--- config.mk ---
export PLATFORM = sky130hd
export DESIGN_NAME = param_loader
export DESIGN_NICKNAME = d
export VERILOG_FILES = /design/src/rtl/cnn_param_pkg.sv /design/src/rtl/param_loader_seg_decode.sv /design/src/rtl/param_loader.sv
export SDC_FILE = /design/constraint.sdc
export NUM_CORES = 1
export LEC_CHECK = 0
export BUFFER_PORTS_ARGS = -buffer_cell sky130_fd_sc_hd__buf_4
export CAP_MARGIN = 20
export CORE_UTILIZATION = 35
export CTS_CLUSTER_DIAMETER = 30
export CTS_CLUSTER_SIZE = 28
export DETAILED_ROUTE_END_ITERATION = 10
export PLACE_DENSITY = 0.55
export SETUP_SLACK_MARGIN = 0.1
export SLEW_MARGIN = 20
export SYNTH_ARGS = -nofsm -noshare
export SYNTH_HDL_FRONTEND = slang
export SYNTH_SLANG_ARGS = --single-unit
--- constraint.sdc ---
create_clock -name clk -period 3 [get_ports clk]
set_input_delay 0.6 -clock clk [delete_from_list [all_inputs] [get_ports clk]]
set_output_delay 0.6 -clock clk [all_outputs]
set_load 0.01 [all_outputs]
--- src/rtl/cnn_param_pkg.sv ---
// cnn_param_pkg: shared constants for the CNN parameter loader.
// Holds the FSM state encoding, the segment base-address table and the default load size.
package cnn_param_pkg;

    typedef logic [1:0] state_t;

    localparam state_t ST_IDLE  = 2'd0;
    localparam state_t ST_FETCH = 2'd1;
    localparam state_t ST_DRAIN = 2'd2;
    localparam state_t ST_DONE  = 2'd3;

    localparam int unsigned CNN_TOTAL_BYTES = 529;
    localparam int unsigned CNN_NUM_SEG     = 24;

    // First ROM byte of each destination segment, ascending; the last segment runs to the end of the image.
    localparam int unsigned SEG_BASE [CNN_NUM_SEG] = '{
          0,   9,  31,  53,  75,  97, 119, 141,
        163, 185, 207, 229, 251, 273, 295, 317,
        339, 361, 383, 405, 427, 449, 471, 493
    };

endpackage

--- src/rtl/param_loader_seg_decode.sv ---
// param_seg_decode: maps a flat ROM byte address to (segment, offset-within-segment).
// Purely combinational; uses the ascending base table from cnn_param_pkg.
module param_seg_decode
    import cnn_param_pkg::*;
#(
    parameter int unsigned ADDR_W  = 10,
    parameter int unsigned NUM_SEG = CNN_NUM_SEG
) (
    input  logic [ADDR_W-1:0]          i_addr,
    output logic [$clog2(NUM_SEG)-1:0] o_seg,
    output logic [ADDR_W-1:0]          o_off
);

    localparam int unsigned SEG_W = $clog2(NUM_SEG);
    localparam int unsigned N_TAB = (NUM_SEG < CNN_NUM_SEG) ? NUM_SEG : CNN_NUM_SEG;

    // Bases are ascending, so the last base not above the address wins.
    always_comb begin
        o_seg = '0;
        o_off = i_addr;
        for (int unsigned k = 1; k < N_TAB; k++) begin
            if (i_addr >= ADDR_W'(SEG_BASE[k])) begin
                o_seg = SEG_W'(k);
                o_off = i_addr - ADDR_W'(SEG_BASE[k]);
            end
        end
    end

endmodule

--- src/rtl/param_loader.sv ---
// param_loader: streams TOTAL_BYTES from a fixed-latency ROM onto a segmented write bus.
// Define PARAM_LOADER_CHECKSUM_EN to add EXPECTED_SUM and a mod-256 checksum flag (sum_err).
module param_loader
    import cnn_param_pkg::*;
#(
    parameter int unsigned TOTAL_BYTES = CNN_TOTAL_BYTES,
    parameter int unsigned ADDR_W      = 10,
    parameter int unsigned ROM_LATENCY = 2,
    parameter int unsigned NUM_SEG     = CNN_NUM_SEG,
    parameter bit          AUTO_START  = 1'b1
`ifdef PARAM_LOADER_CHECKSUM_EN
    ,
    parameter logic [7:0]  EXPECTED_SUM = 8'h00
`endif
) (
    input  logic                       clk,
    input  logic                       rst,
    input  logic                       start,
    output logic                       rom_en,
    output logic [ADDR_W-1:0]          rom_addr,
    input  logic [7:0]                 rom_dout,
    output logic                       wr_valid,
    output logic [$clog2(NUM_SEG)-1:0] wr_seg,
    output logic [ADDR_W-1:0]          wr_off,
    output logic [7:0]                 wr_data,
`ifdef PARAM_LOADER_CHECKSUM_EN
    output logic                       sum_err,
`endif
    output logic                       busy,
    output logic                       done
);

    state_t                       r_state;
    logic                         r_rom_en;
    logic [ADDR_W-1:0]            r_rom_addr;
    logic [ROM_LATENCY-1:0]       r_pv;
    logic [ADDR_W-1:0]            r_pa [ROM_LATENCY];
    logic                         r_wr_valid;
    logic [$clog2(NUM_SEG)-1:0]   r_wr_seg;
    logic [ADDR_W-1:0]            r_wr_off;
    logic [7:0]                   r_wr_data;

    logic                         w_pipe_busy;
    logic                         w_last_addr;
    logic                         w_start_load;
    logic [$clog2(NUM_SEG)-1:0]   w_seg;
    logic [ADDR_W-1:0]            w_off;

    assign w_pipe_busy  = |r_pv;
    assign w_last_addr  = (r_rom_addr == ADDR_W'(TOTAL_BYTES - 1));
    assign w_start_load = ((r_state == ST_IDLE) && (start || AUTO_START))
                       || ((r_state == ST_DONE) && start);

    always_ff @(posedge clk or posedge rst) begin
        if (rst) begin
            r_state    <= ST_IDLE;
            r_rom_en   <= 1'b0;
            r_rom_addr <= '0;
        end else if (w_start_load) begin
            r_state    <= ST_FETCH;
            r_rom_en   <= 1'b1;
            r_rom_addr <= '0;
        end else begin
            case (r_state)
                ST_FETCH: begin
                    if (w_last_addr) begin
                        r_rom_en <= 1'b0;
                        r_state  <= ST_DRAIN;
                    end else begin
                        r_rom_addr <= r_rom_addr + ADDR_W'(1);
                    end
                end
                ST_DRAIN: if (!w_pipe_busy) r_state <= ST_DONE;
                default: ;
            endcase
        end
    end

    // Stage k holds the read issued k+1 clocks ago; the last stage lines up with rom_dout.
    always_ff @(posedge clk or posedge rst) begin
        if (rst) begin
            r_pv <= '0;
            for (int unsigned i = 0; i < ROM_LATENCY; i++) r_pa[i] <= '0;
        end else begin
            r_pv[0] <= r_rom_en;
            r_pa[0] <= r_rom_addr;
            for (int unsigned i = 1; i < ROM_LATENCY; i++) begin
                r_pv[i] <= r_pv[i-1];
                r_pa[i] <= r_pa[i-1];
            end
        end
    end

    param_seg_decode #(
        .ADDR_W  (ADDR_W),
        .NUM_SEG (NUM_SEG)
    ) u_seg_decode (
        .i_addr (r_pa[ROM_LATENCY-1]),
        .o_seg  (w_seg),
        .o_off  (w_off)
    );

    always_ff @(posedge clk or posedge rst) begin
        if (rst) begin
            r_wr_valid <= 1'b0;
            r_wr_seg   <= '0;
            r_wr_off   <= '0;
            r_wr_data  <= '0;
        end else begin
            r_wr_valid <= r_pv[ROM_LATENCY-1];
            if (r_pv[ROM_LATENCY-1]) begin
                r_wr_seg  <= w_seg;
                r_wr_off  <= w_off;
                r_wr_data <= rom_dout;
            end
        end
    end

`ifdef PARAM_LOADER_CHECKSUM_EN
    logic [7:0] r_sum;
    logic       r_sum_err;
    logic [7:0] w_sum_next;

    // The final byte is still on the wr bus on the DONE-entry clock, so judge the sum including it.
    assign w_sum_next = r_sum + (r_wr_valid ? r_wr_data : 8'h00);

    always_ff @(posedge clk or posedge rst) begin
        if (rst) begin
            r_sum     <= '0;
            r_sum_err <= 1'b0;
        end else if (w_start_load) begin
            r_sum     <= '0;
            r_sum_err <= 1'b0;
        end else begin
            r_sum <= w_sum_next;
            if ((r_state == ST_DRAIN) && !w_pipe_busy)
                r_sum_err <= (w_sum_next != EXPECTED_SUM);
        end
    end

    assign sum_err = r_sum_err;
`endif

    assign rom_en   = r_rom_en;
    assign rom_addr = r_rom_addr;
    assign wr_valid = r_wr_valid;
    assign wr_seg   = r_wr_seg;
    assign wr_off   = r_wr_off;
    assign wr_data  = r_wr_data;
    assign busy     = (r_state == ST_FETCH) || (r_state == ST_DRAIN);
    assign done     = (r_state == ST_DONE);

endmodule

==> run summary <==
DRT antenna net count: 0
cell total after placement: 986
Synth Flop Type: dfrtp_1
critical-path cell list: inv_2 > ha_4 > nor4b_1 > buf_4 > a21oi_1 > nor2_1 > buf_4 > a221oi_1 > o21ai_0 > a31oi_1 > o2111ai_2 > nand2_1
H-tree depth: 3
I/O Buffers: 47
Max FO, Critical Path: 11
ys async rst share: 100.0%
Slew headroom: 57.45%
Top delay family on crit path: compound AO/OA/AOI/OAI gates
Setup Viol. Count Final: 0
Max-Cap Viols: 0
commonest cells after routing, fill and taps aside: buf_4, nor2_1, nand2_1
Clk pin slew, worst setup/hold paths: 60 ps
drt first pass iters: 8
Die Wd: 124.6 µm
power per cell area: 582.1 nW/µm²
Layout Cells excl Fill: 1005
pins over their slew limit: 0
clock sinks: 59
worst path required time: 3260 ps
reg2reg setup slack: 140 ps
CTS max path bufs: 2
Finished Core Util: 48.25%
number of flops mapped to enable cells by yosys: 0
WL final: 24010 µm
Netlist cell types: 80
GR Overflow Total: 0
Diodes inserted: 0
HP Class: in2async
DRT iter0 DRCs: 884
Vias/cell: 6.323
Max Clk Rate: 349.2 MHz
FF-to-FF End: wr_off[4]$_DFFE_PP0P_
Clock Latency Late Sink: 330 ps
status: finished clean
Starting Density: 36.07%
Hold WS: 170.9 ps
commonest non-fill, non-tap cell in the layout: buf_4
Arr. time, crit path: 3120 ps
DRC Markers: 0
initial antenna violation count: 0
CTS Buf Count: 9
P&R area growth vs syn: 33.76%
Startpoint Class: flip-flop
RD Place Congestion: 1.015
Die H: 124.6 µm
Worst R2R Start: r_pa[0]$_DFF_PP0_
Pleak: 3.055 nW
Final min period: 2864 ps
multi-input logic area: 3586 µm²
Crit-path slowest cell: dfrtp_2
Reg2Reg Depth: 12
vias in the first global route: 5962
CP most frequent cell: buf_4
setup TNS: 0 ps
Reg area: 1484 µm²
delay of the slowest critical-path stage: 460 ps
first-pass GRT wire length: 36530 µm
fill count: 1412
CP Class: reg2reg
Mapped Nets: 699
Mapped Cells: 679
clk_skew: 8.482 ps
post-synthesis sequential area ratio: 28.06%
largest net degree at the start of global routing: 34
Mapped Area: 5263 µm²
Ys Warns: 0
endpoints failing hold: 0
peak supply drop: 0.0004975 V
Routed wire per std cell: 23.89 µm
share of cells above drive strength 1: 30.45%
aggregate global-route resource usage: 30.83%
Clk Tree Root Cell: clkbuf_16
# hold bufs at CTS: 0
synthesized flop and latch total: 59
period utilization: 95.45%
CP bufs+invs: 3
CTS tree: built
RSZ-0062 raised after global routing: true
Setup crit end kind: flip-flop
core area: 14590 µm²
boundary pin count: 48
worst-margin pin slew: 638.3 ps
DR vias: 6355
DP HPWL: 18590 µm
Syn Area/Cell: 7.750 µm²
standard-cell rows: 44
net count reported at finish: 836
die area: 15530 µm²
## cell usage after synthesis, drive strengths merged, types with 11 or more instances
cell type / count / area, µm²
a21oi: 47 / 242.7
a31oi: 15 / 93.84
buf: 32 / 173.9
clkbuf: 23 / 86.33
dfrtp: 59 / 1476
inv: 17 / 63.81
mux2i: 12 / 120.1
nand2: 61 / 231.5
nand3: 25 / 125.1
nand4: 11 / 68.82
nor2: 67 / 254.0
nor3: 21 / 105.1
o21ai: 66 / 330.3
xnor2: 28 / 245.2
## metal layers
metal	share of wire, %	global-route usage (%)	vias to the layer above
li1	-	-	2808
met1	42	41.48	3065
met2	45	47.51	412
met3	8.8	5.241	70
met4	4.4	15.45	0
met5	0	0	-
## cell families (layout without fill, tap and decap cells)
kind of cell / after synthesis / count (layout) / share of synthesized area, %
multiplexers: 21 / 21 / 4.208
flip-flops: 59 / 59 / 28.06
XOR/XNOR: 37 / 37 / 6.158
AO/OA/AOI/OAI: 245 / 245 / 31.67
adder cells (fa/ha/maj): 9 / 9 / 2.140
buffers and inverters: 72 / 214 / 6.158
AND/OR/NAND/NOR: 236 / 236 / 21.61
## layout make-up
type / count / share of cell area [%]
clock inverters: 7 / 1.066
clock buffers: 9 / 3.199
flip-flops and latches: 59 / 21.08
repair buffers: 181 / 19.53
inverters: 17 / 0.9065
multi-input cells: 548 / 50.94
well taps: 184 / 3.271
## how the worst max path moves through the flow
| stage | slack [ps] | endpoint | cells after the start | from |
|---|---|---|---|---|
| finish | 140 | wr_off[4]$_DFFE_PP0P_ | 12 | r_pa[0]$_DFF_PP0_ |
| global route | 50 | wr_off[9]$_DFFE_PP0P_ | 12 | r_pa[1]$_DFF_PP0_ |
| CTS | 90 | wr_off[6]$_DFFE_PP0P_ | 9 | r_pa[0]$_DFF_PP0_ |
| detailed placement | 50 | wr_off[8]$_DFFE_PP0P_ | 13 | r_pa[0]$_DFF_PP0_ |
| global placement | 30 | wr_off[8]$_DFFE_PP0P_ | 11 | r_pa[3]$_DFF_PP0_ |
| floorplan | 110 | wr_off[7]$_DFFE_PP0P_ | 12 | r_pa[1]$_DFF_PP0_ |
## state kept, by name, indices dropped and copies added, names as in the netlist
name / cells
r_pa: 20
wr_data: 8
wr_seg: 5
rom_en: 1
rom_addr: 10
wr_off: 10
r_state: 2
r_pv: 2
wr_valid: 1
## report_power, final
group	leakage (nW)	internal (mW)	switching (mW)	total, mW
Sequential	0.754	0.907	0.124	1.03
Combinational	2.15	0.864	1.16	2.03
Clock	0.150	0.648	0.390	1.04
Total	3.05	2.42	1.68	4.10
## through the flow
stage | area (µm²) | total power, mW | setup WS (ps)
6_report | 7039 | 4.097 | 136.5
5_1_grt | 7039 | 4.253 | 50.38
4_1_cts | 6893 | 3.930 | 94.01
3_5_place_dp | 6584 | 2.874 | 47.02
3_3_place_gp | 6584 | 2.886 | 30.29
2_1_floorplan | 5266 | 1.932 | 107.0
## worst reg2reg max path, delay by kind of cell (launching register included)
| kind | cells | cell delay [ps] |
|---|---|---|
| flops | 1 | 460 |
| fa+ha+maj | 1 | 200 |
| compound gates | 5 | 1330 |
| simple gates | 3 | 410 |
| buf+inv | 3 | 410 |
## repair_timing
action | in CTS | in global routing
pin swaps | 1 | 7
buffers inserted | 0 | 3
gates resized for setup | 3 | 32
hold endpoints to repair | 0 | 0
setup endpoints to repair | 4 | 11
(Power assumes the default switching activity.)
